===== config.mk =====
export PLATFORM = sky130hd
export DESIGN_NAME = pwm_cmd_ctrl
export DESIGN_NICKNAME = d
export VERILOG_FILES = /design/src/rtl/pwm_cmd_pkg.sv /design/src/rtl/pwm_channel.sv /design/src/rtl/pwm_cmd_ctrl.sv
export SDC_FILE = /design/constraint.sdc
export NUM_CORES = 1
export LEC_CHECK = 0
export CORE_MARGIN = 2
export CORE_UTILIZATION = 57
export CTS_CLUSTER_SIZE = 10
export DETAILED_ROUTE_END_ITERATION = 10
export PLACE_DENSITY = 0.75
export SLEW_MARGIN = 0
export SYNTH_ARGS = -nofsm -noshare
export SYNTH_HDL_FRONTEND = slang
export SYNTH_SLANG_ARGS = --single-unit

===== constraint.sdc =====
create_clock -name clk -period 3.6 [get_ports clk]
set_clock_uncertainty 0.15 [all_clocks]
set_input_delay 0.72 -clock clk [delete_from_list [all_inputs] [get_ports clk]]
set_output_delay 0.72 -clock clk [all_outputs]
set_load 0.005 [all_outputs]

===== src/rtl/pwm_cmd_pkg.sv =====
// Shared constants, FSM state type and reset-default helpers
// for the UART-commanded four-channel PWM controller.
package pwm_cmd_pkg;

    localparam logic [7:0] HDR_BYTE = 8'hA5;
    localparam logic [7:0] ACK_BYTE = 8'h06;
    localparam logic [7:0] NAK_BYTE = 8'h15;

    localparam logic [3:0] OP_PERIOD = 4'h1;
    localparam logic [3:0] OP_THRESH = 4'h2;
    localparam logic [3:0] OP_ENABLE = 4'h3;
    localparam logic [3:0] OP_READ   = 4'h4;

    typedef enum logic [2:0] {
        S_IDLE,
        S_CMD,
        S_D2,
        S_D1,
        S_D0,
        S_CHK,
        S_EXEC,
        S_RESP
    } state_t;

    localparam logic [63:0] DUTY_PCT [4] = '{64'd10, 64'd20, 64'd30, 64'd40};
    localparam logic [63:0] FREQ_DIV [4] = '{64'd1000, 64'd10000,
                                             64'd100000, 64'd200000};

    function automatic logic [63:0] def_period(logic [63:0] clk_hz, int ch);
        return clk_hz / FREQ_DIV[ch];
    endfunction

    function automatic logic [63:0] def_thresh(logic [63:0] clk_hz, int ch);
        return (def_period(clk_hz, ch) * DUTY_PCT[ch]) / 64'd100;
    endfunction

endpackage


===== src/rtl/pwm_channel.sv =====
// One PWM channel: shadow/active period and threshold with
// glitch-free transfer at the period boundary.
module pwm_channel
    import pwm_cmd_pkg::*;
#(
    parameter int               CNT_W = 24,
    parameter logic [CNT_W-1:0] P_RST = '0,
    parameter logic [CNT_W-1:0] T_RST = '0
) (
    input  logic             clk,
    input  logic             rst_n,
    input  logic             wr_period,
    input  logic             wr_thresh,
    input  logic [CNT_W-1:0] wdata,
    input  logic             en,
`ifdef PWM_CMD_READBACK_EN
    output logic [CNT_W-1:0] sh_period,
    output logic [CNT_W-1:0] sh_thresh,
`endif
    output logic             pwm
);

    logic [CNT_W-1:0] sh_p;
    logic [CNT_W-1:0] sh_t;
    logic [CNT_W-1:0] act_p;
    logic [CNT_W-1:0] act_t;
    logic [CNT_W-1:0] cnt;
    logic             p_zero;
    logic             wrap;
    logic             xfer;

    assign p_zero = (act_p == '0);
    assign wrap   = !p_zero && (cnt == act_p - 1'b1);
    // Idle channels follow their shadows so a restart uses fresh values.
    assign xfer   = !en || p_zero || wrap;

    always_ff @(posedge clk or negedge rst_n) begin
        if (!rst_n) begin
            sh_p  <= P_RST;
            sh_t  <= T_RST;
            act_p <= P_RST;
            act_t <= T_RST;
            cnt   <= '0;
            pwm   <= 1'b0;
        end else begin
            if (wr_period) sh_p <= wdata;
            if (wr_thresh) sh_t <= wdata;
            if (xfer) begin
                act_p <= sh_p;
                act_t <= sh_t;
            end
            if (xfer) cnt <= '0;
            else      cnt <= cnt + 1'b1;
            pwm <= en && !p_zero && (cnt < act_t);
        end
    end

`ifdef PWM_CMD_READBACK_EN
    assign sh_period = sh_p;
    assign sh_thresh = sh_t;
`endif

endmodule


===== src/rtl/pwm_cmd_ctrl.sv =====
// UART byte-frame command parser driving four PWM channels.
// Define PWM_CMD_READBACK_EN to add shadow readback (opcode 0x4).
module pwm_cmd_ctrl
    import pwm_cmd_pkg::*;
#(
    parameter int unsigned CLOCK_FREQ  = 27_000_000,
    parameter int          CNT_W       = 24,
    parameter int unsigned TIMEOUT_CYC = 270_000
) (
    input  logic       clk,
    input  logic       rst_n,
    input  logic       rx_valid,
    input  logic [7:0] rx_data,
    input  logic       tx_ready,
    output logic       tx_valid,
    output logic [7:0] tx_data,
    output logic [3:0] pwm_out,
    output logic       frame_err
);

    localparam int GAP_W = $clog2(TIMEOUT_CYC + 1);

    state_t           state_q;
    state_t           state_d;
    logic [7:0]       cmd_q;
    logic [23:0]      data_q;
    logic [7:0]       chk_q;
    logic [GAP_W-1:0] gap_q;
    logic [3:0]       en_q;
    logic [7:0]       tx_q;
    logic [3:0]       opcode;
    logic [1:0]       ch;
    logic             in_frame;
    logic             timeout;
    logic             sum_ok;
    logic             op_ok;
    logic             good;
    logic             resp_last;
    logic [CNT_W-1:0] wdata;
    logic [3:0]       wr_p;
    logic [3:0]       wr_t;

`ifdef PWM_CMD_READBACK_EN
    logic [1:0]       rb_q;
    logic [23:0]      rb_word_q;
    logic [CNT_W-1:0] sh_p [4];
    logic [CNT_W-1:0] sh_t [4];
    assign resp_last = (rb_q == 2'd0);
`else
    assign resp_last = 1'b1;
`endif

    assign opcode   = cmd_q[7:4];
    assign ch       = cmd_q[1:0];
    assign in_frame = (state_q == S_CMD) || (state_q == S_D2) ||
                      (state_q == S_D1)  || (state_q == S_D0) ||
                      (state_q == S_CHK);
    assign timeout  = in_frame && (gap_q == GAP_W'(TIMEOUT_CYC));
    assign sum_ok   = (cmd_q ^ data_q[23:16] ^ data_q[15:8] ^ data_q[7:0])
                      == chk_q;
    assign good     = sum_ok && op_ok;
    assign wdata    = CNT_W'(data_q);

    assign tx_valid  = (state_q == S_RESP);
    assign tx_data   = tx_q;
    assign frame_err = ((state_q == S_EXEC) && !good) || timeout;

    always_comb begin
        op_ok = (opcode == OP_PERIOD) || (opcode == OP_THRESH) ||
                (opcode == OP_ENABLE);
`ifdef PWM_CMD_READBACK_EN
        if (opcode == OP_READ) op_ok = 1'b1;
`endif
    end

    always_ff @(posedge clk or negedge rst_n) begin
        if (!rst_n) state_q <= S_IDLE;
        else        state_q <= state_d;
    end

    always_comb begin
        state_d = state_q;
        unique case (state_q)
            S_IDLE: if (rx_valid && rx_data == HDR_BYTE) state_d = S_CMD;
            S_CMD:  if (rx_valid) state_d = S_D2;
            S_D2:   if (rx_valid) state_d = S_D1;
            S_D1:   if (rx_valid) state_d = S_D0;
            S_D0:   if (rx_valid) state_d = S_CHK;
            S_CHK:  if (rx_valid) state_d = S_EXEC;
            S_EXEC: state_d = S_RESP;
            S_RESP: if (tx_ready && resp_last) state_d = S_IDLE;
            default: state_d = S_IDLE;
        endcase
        if (timeout) state_d = S_IDLE;
    end

    always_comb begin
        wr_p = '0;
        wr_t = '0;
        if (state_q == S_EXEC && good) begin
            if (opcode == OP_PERIOD) wr_p[ch] = 1'b1;
            if (opcode == OP_THRESH) wr_t[ch] = 1'b1;
        end
    end

    always_ff @(posedge clk or negedge rst_n) begin
        if (!rst_n) begin
            cmd_q     <= '0;
            data_q    <= '0;
            chk_q     <= '0;
            gap_q     <= '0;
            en_q      <= 4'hF;
            tx_q      <= '0;
`ifdef PWM_CMD_READBACK_EN
            rb_q      <= '0;
            rb_word_q <= '0;
`endif
        end else begin
            if (in_frame && !rx_valid && !timeout) gap_q <= gap_q + 1'b1;
            else                                   gap_q <= '0;
            if (rx_valid) begin
                if (state_q == S_CMD) cmd_q <= rx_data;
                if (state_q == S_D2 || state_q == S_D1 || state_q == S_D0)
                    data_q <= {data_q[15:0], rx_data};
                if (state_q == S_CHK) chk_q <= rx_data;
            end
            if (state_q == S_EXEC) begin
                tx_q <= good ? ACK_BYTE : NAK_BYTE;
                if (good && opcode == OP_ENABLE) en_q <= data_q[3:0];
`ifdef PWM_CMD_READBACK_EN
                rb_q      <= (good && opcode == OP_READ) ? 2'd3 : 2'd0;
                rb_word_q <= cmd_q[2] ? 24'(sh_t[ch]) : 24'(sh_p[ch]);
`endif
            end
`ifdef PWM_CMD_READBACK_EN
            // Readback data follows the ACK, one handshake per byte.
            if (state_q == S_RESP && tx_ready && rb_q != 2'd0) begin
                tx_q      <= rb_word_q[23:16];
                rb_word_q <= {rb_word_q[15:0], 8'h00};
                rb_q      <= rb_q - 2'd1;
            end
`endif
        end
    end

    for (genvar i = 0; i < 4; i++) begin : g_ch
        localparam logic [63:0] P64 = def_period(64'(CLOCK_FREQ), i);
        localparam logic [63:0] T64 = def_thresh(64'(CLOCK_FREQ), i);
        pwm_channel #(
            .CNT_W (CNT_W),
            .P_RST (P64[CNT_W-1:0]),
            .T_RST (T64[CNT_W-1:0])
        ) u_ch (
            .clk       (clk),
            .rst_n     (rst_n),
            .wr_period (wr_p[i]),
            .wr_thresh (wr_t[i]),
            .wdata     (wdata),
            .en        (en_q[i]),
`ifdef PWM_CMD_READBACK_EN
            .sh_period (sh_p[i]),
            .sh_thresh (sh_t[i]),
`endif
            .pwm       (pwm_out[i])
        );
    end

endmodule

Word level (Yosys, flattened, before mapping)

Cells that the tools add are included.

Register bits: 558
Output and inout bits: 14
Logic and storage cells: 153

Muxes and demuxes: 21
Add/subtract/negate cells: 9
Eq/ne operators: 24
Reductions and logical operators: 59
Order comparisons: 6
Bitwise operators: 3

Operator list:

| kind                                                 | count |
|---|---|
| adder 24 x 1 -> 24 bit (second input constant)       | 4 |
| equality test 24 bit                                 | 4 |
| logical NOT 24 bit                                   | 4 |
| less-than comparator 24 bit                          | 4 |
| 2-to-1 mux 24 bit                                    | 4 |
| subtractor 24 x 1 -> 24 bit (second input constant)  | 4 |
| 2-to-1 mux 3 bit                                     | 8 |
| one-hot mux 3 bit (8 select lines)                   | 1 |
| bitwise XOR 8 bit                                    | 3 |
| logical AND 1 bit                                    | 21 |
| adder 19 x 1 -> 19 bit (second input constant)       | 1 |
| equality test 19 bit (second input constant)         | 1 |
| 2-to-1 mux 19 bit                                    | 1 |
| inequality test 3 bit (second input constant)        | 6 |
| logical OR 1 bit                                     | 17 |
| 2-to-1 mux 4 bit                                     | 4 |
| equality test 3 bit (second input constant)          | 4 |
| logical NOT 1 bit                                    | 11 |
| equality test 4 x 2 -> 1 bit (second input constant) | 2 |
| equality test 8 bit                                  | 1 |
| equality test 8 bit (second input constant)          | 1 |
| AND reduction 2 bit                                  | 4 |
| AND reduction 7 bit                                  | 1 |
| equality test 3 x 2 -> 1 bit (second input constant) | 2 |
| other kinds (9)                                      | 9 |

Longest topological paths before layout

Depth after elaboration: 9
Gate-level depth with buffers: 14
Gate-level depth less buffers: 10

By module

From an unflattened synthesis, not the netlist that was laid out.

Cells, all modules: 2420
Area total of the unflattened synthesis: 28170.8 µm²

By module, submodules not included:

| module                     | area an instance (µm²) | cells an instance | times used |
|---|---|---|---|
| pwm_channel (g_ch[0].u_ch) | 6212.2                 | 531               | 1 |
| pwm_channel (g_ch[1].u_ch) | 6202.2                 | 531               | 1 |
| pwm_channel (g_ch[3].u_ch) | 6199.7                 | 531               | 1 |
| pwm_channel (g_ch[2].u_ch) | 6197.2                 | 531               | 1 |
| pwm_cmd_ctrl               | 3359.5                 | 296               | 1 |

Worst setup path before layout

Ideal clock, no wire load.

Kind: register -> register
From: register g_ch[3].u_ch.act_p[0]
To: register g_ch[3].u_ch.act_p[10]
Arrival: 3511 ps
Setup slack: -188 ps
Library setup time: 127 ps
Cell stages (with the launch flop): 14
Cells stage by stage: dfstp_2 > inv_1 > ha_1 > or3b_2 > or3_1 > clkbuf_2 > or4_1 > and3_1 > o31a_1 > a2111oi_4 > or2_1 > buf_6 > buf_6 > mux2_1

Word-level cells in the longest chain between the ends: 4
Elaborated cells on any way between the ends: 7
Classes of those cells: 1 x add/sub; 1 x eq/ne; 5 x reduce/logical

RTL lines:

| element                                                                  | RTL line                             | RTL |
|---|---|---|
| start: declaration                                                       | pwm_channel.sv:25                    | `logic [CNT_W-1:0] act_p;` |
| start signal: assignment                                                 | pwm_channel.sv:49                    | `act_p <= sh_p;` |
| subtractor 24 x 1 -> 24 bit / logical NOT 24 bit (equally long branches) | pwm_channel.sv:33, pwm_channel.sv:32 |  |
| equality test 24 bit / logical NOT 1 bit (equally long branches)         | pwm_channel.sv:33                    | `assign wrap = !p_zero && (cnt == act_p - 1'b1);` |
| logical AND 1 bit                                                        | pwm_channel.sv:33                    |  |
| logical OR 1 bit (*)                                                     | pwm_channel.sv:35                    | `assign xfer = !en \|\| p_zero \|\| wrap;` |

Mark *: on every way between the ends. The rest lies on a longest branch, timed or not.
A chain may end at the register's enable or synchronous reset.

Worst setup path in the final report

From: register g_ch[3].u_ch.act_p[1]
To: register g_ch[3].u_ch.act_p[19]

Same word-level chain as after synthesis.

==> metrics.cfg <==
[outcome]
outcome=finished, violations left
violations=setup timing

[floorplanning]
initial_utilization=0.576
pin_count=26
core_sq_mm=0.0487
dieHeight_microns=226
die_area_sq_mm=0.0510
rows=81
die-width_microns=226

[global_routing]
grt_max_degree=80
antenna_found_initial=3
grt-ovfl-total=0
grt_pass1_vias=19500
grt_use_total=0.268
grt_pass1_wl_mm=107

[pwr]
irDropWorstVdd_mv=0.403
p_per_area_mw_per_mm2=486
p_leak_nw=15.1

[place]
portBuffers=21
dp_hpwl_mm=44.3
place_inst=3133
pre_cts_slack_ns=-0.0714
dpl_cell_area_sq_mm=0.0297
gp_congestion=0.920

[yosys]
synth_cell_types=79
synth_area_leaders=dfrtp_1 (42%), mux2_2 (15%), dfstp_2 (7.3%)
synth_top_area_share=0.424
synth_seq_cells=553
synth_cells=2467
netlist_area_sq_mm=0.0281
yosysTopAreaCell=dfrtp_1
synth_edf_count=0
async_reset_ff_frac=1.00
yosysSeqAreaShare=0.497
synth_flop_cell=dfrtp_1
yosys_warnings=0
synth_area_per_cell_sq_um=11.4

[timing]
setup_ws_ns=-0.000132
post-route-min-period_ns=3.60
slew-limit-headroom=0.595
max_freq_mhz=278
grt_setup_unrepaired=yes
whs_ns=0.323
setup_viol=1
fin_crit_sh=1.00
worst_slew_pin_slew_ns=0.599
hold_viol_final=0
drv_slew=0

[final_layout]
fillers=3654
drive_above_1_share=0.279
post-route-cell-area_sq_mm=0.0321
fin_util=0.658
finalNonFillerCells=3267
area_growth_pct=14.3
final_nets=2670
diodes=0

[hold_path]
hold_end=tx_data[2]
holdPathStages=1
hold_path.startpoint=tx_data[2]
hp-class=flop to flop

[worst_setup_path]
cp-end-kind=flop
regToRegSetupSlack_ns=-0.0001
r2r_start=g_ch[3].u_ch.act_p[1]
critical_path_buf_inv_count=2
arrival_ns=3.93
worstSetupPathType=flop to flop
crit_family=simple AND/OR/NAND/NOR gates
slowest_stage=or4_1
r2r-end=g_ch[3].u_ch.act_p[19]
r2r_cells=11
critical_path.max_stage_delay_ns=0.40
worstPathCellList=inv_2 -> ha_4 -> or3b_4 -> or3_4 -> or4_1 -> and3_1 -> o31a_1 -> a2111oi_4 -> or2_4 -> buf_16 -> mux2_4
cp_max_fo=12
worstPathRequired_ns=3.93
start_kind=flop

[cts]
root_buffer=clkbuf_16
clk_pin_slew_ns=0.05
cts.sinks=553
cts_made_buffers=66
cts_max_path_buffers=3
cts_tree=done
clkLatencyLatePin_ns=0.60
cts-htree-levels=3

[route]
ant_nets=0
viasPerCell=5.80
wl_met3_mm=3.36
dr_wl_met2_mm=31.6
num_vias=19000
first_pass_iters=7
met1_length_mm=28.5
drtIter0Drc=1223
drc_errors=0
wirelength_mm=65.8
wl_per_cell_microns=20.2
top_layer=met4

[flow_run]
cap_violations=0

worst register-to-register path, cell delays in order (launching register included):
cell       delay [ns]
dfstp_2          0.38
inv_2            0.07
ha_4             0.13
or3b_4           0.38
or3_4            0.38
or4_1            0.40
and3_1           0.15
o31a_1           0.31
a2111oi_4        0.36
or2_4            0.29
buf_16           0.19
mux2_4           0.31
power by group:
part	total, mW	switching, mW	internal, mW
sequential	6.84	0.322	6.52
clock	6.14	2.54	3.61
combinational	2.61	1.60	1.01
sequential cells by signal, indices dropped and copies added (netlist names):
register         count
chk_q                8
cmd_q                8
data_q              24
en_q                 4
g_ch.u_ch.act_p     96
g_ch.u_ch.act_t     96
g_ch.u_ch.cnt       96
g_ch.u_ch.pwm        4
g_ch.u_ch.sh_p      96
g_ch.u_ch.sh_t      96
gap_q               19
state_q              3
tx_data              3
cell usage after synthesis (all sizes together) (3+ instances only):
library cell / instances
a2111oi: 5
a211o: 4
a211oi: 9
a21o: 35
a21oi: 41
a22oi: 3
a31oi: 11
and2: 15
and3: 33
and4: 6
buf: 35
clkbuf: 101
dfrtp: 475
dfstp: 78
ha: 106
inv: 128
mux2: 402
mux2i: 5
nand2: 79
nand2b: 19
nand3: 68
nand3b: 8
nand4: 52
nand4b: 4
nor2: 169
nor2b: 18
nor3: 66
nor3b: 4
nor4: 38
nor4b: 4
nor4bb: 3
o2111ai: 3
o211ai: 4
o21ai: 94
o22ai: 3
o311ai: 4
o31a: 5
or3: 14
or4: 16
xnor2: 136
xor2: 125
worst max-delay path by stage:
stage                               start                     end  slack, ns  cells after the start
global placement    g_ch[3].u_ch.act_p[1]   g_ch[3].u_ch.act_p[4]     -0.003                     11
detailed placement  g_ch[3].u_ch.act_p[0]   g_ch[3].u_ch.act_p[3]      -0.07                     12
finish              g_ch[3].u_ch.act_p[1]  g_ch[3].u_ch.act_p[19]    -0.0001                     11
floorplan           g_ch[3].u_ch.act_p[6]  g_ch[3].u_ch.act_p[10]      -0.16                     12
CTS                 g_ch[3].u_ch.act_p[1]  g_ch[3].u_ch.act_p[13]      -0.06                     11
global route        g_ch[3].u_ch.act_p[0]   g_ch[3].u_ch.act_p[4]      -0.08                     10
metal layers:
layer | up-vias | global-route usage
met2 | 465 | 0.438
li1 | 8800 | -
met5 | - | 0
met3 | 150 | 0.0445
met4 | 0 | 0.108
met1 | 9542 | 0.358
cells by family after synthesis:
kind of cell,Yosys count,synth area share
compound gates,250,0.0571
simple gates,623,0.115
flops,553,0.497
fa+ha+maj,107,0.0476
other cells,1,0.000134
buf+inv,264,0.0385
xor+xnor,262,0.0822
mux,407,0.163
repair_timing:
| action | in CTS | in global routing |
|---|---|---|
| buffers inserted | 1 | 7 |
| pin swaps | 9 | 13 |
| resized for setup | 13 | 39 |
| gates cloned | 1 | 5 |
| hold endpoints to repair | 46 | 0 |
| hold buffers | 1 | 0 |
| setup endpoints to repair | 53 | 196 |
layout make-up:
| type | count | area (sq um) | area share |
|---|---|---|---|
| well taps | 664 | 831 | 0.0259 |
| repair buffers | 150 | 1530 | 0.0476 |
| flip-flops and latches | 553 | 13900 | 0.434 |
| clock buffers | 112 | 1870 | 0.0581 |
| multi-input cells | 1653 | 13300 | 0.415 |
| inverters | 128 | 480 | 0.0150 |
| clock inverters | 7 | 111 | 0.00347 |
stage by stage:
step | setup TNS (ns) | total power [mW]
2_1_floorplan | -3.92 | 8.21
3_3_place_gp | -0.00564 | 9.38
3_5_place_dp | -0.816 | 9.45
4_1_cts | -0.436 | 15.7
5_1_grt | -2.28 | 16.1
6_report | -0.000132 | 15.6
cells in the final DEF (no fill, tap or decap), drive strengths merged, types with 5 or more instances in the layout:
cell type and n:
dfrtp 475, mux2 402, nor2 169, xnor2 136
inv 129, xor2 125, buf 124, clkbuf 117
ha 106, o21ai 94, nand2 79, dfstp 78
nand3 68, nor3 66, nand4 52, a21oi 41
nor4 38, a21o 35, and3 33, nand2b 19
clkdlybuf4s50 19, nor2b 18, or4 16, and2 15
or3 14, a31oi 11, a211oi 9, nand3b 8
and4 6, o31a 5, mux2i 5, a2111oi 5
Note: power is estimated with default switching activity, not from simulation.
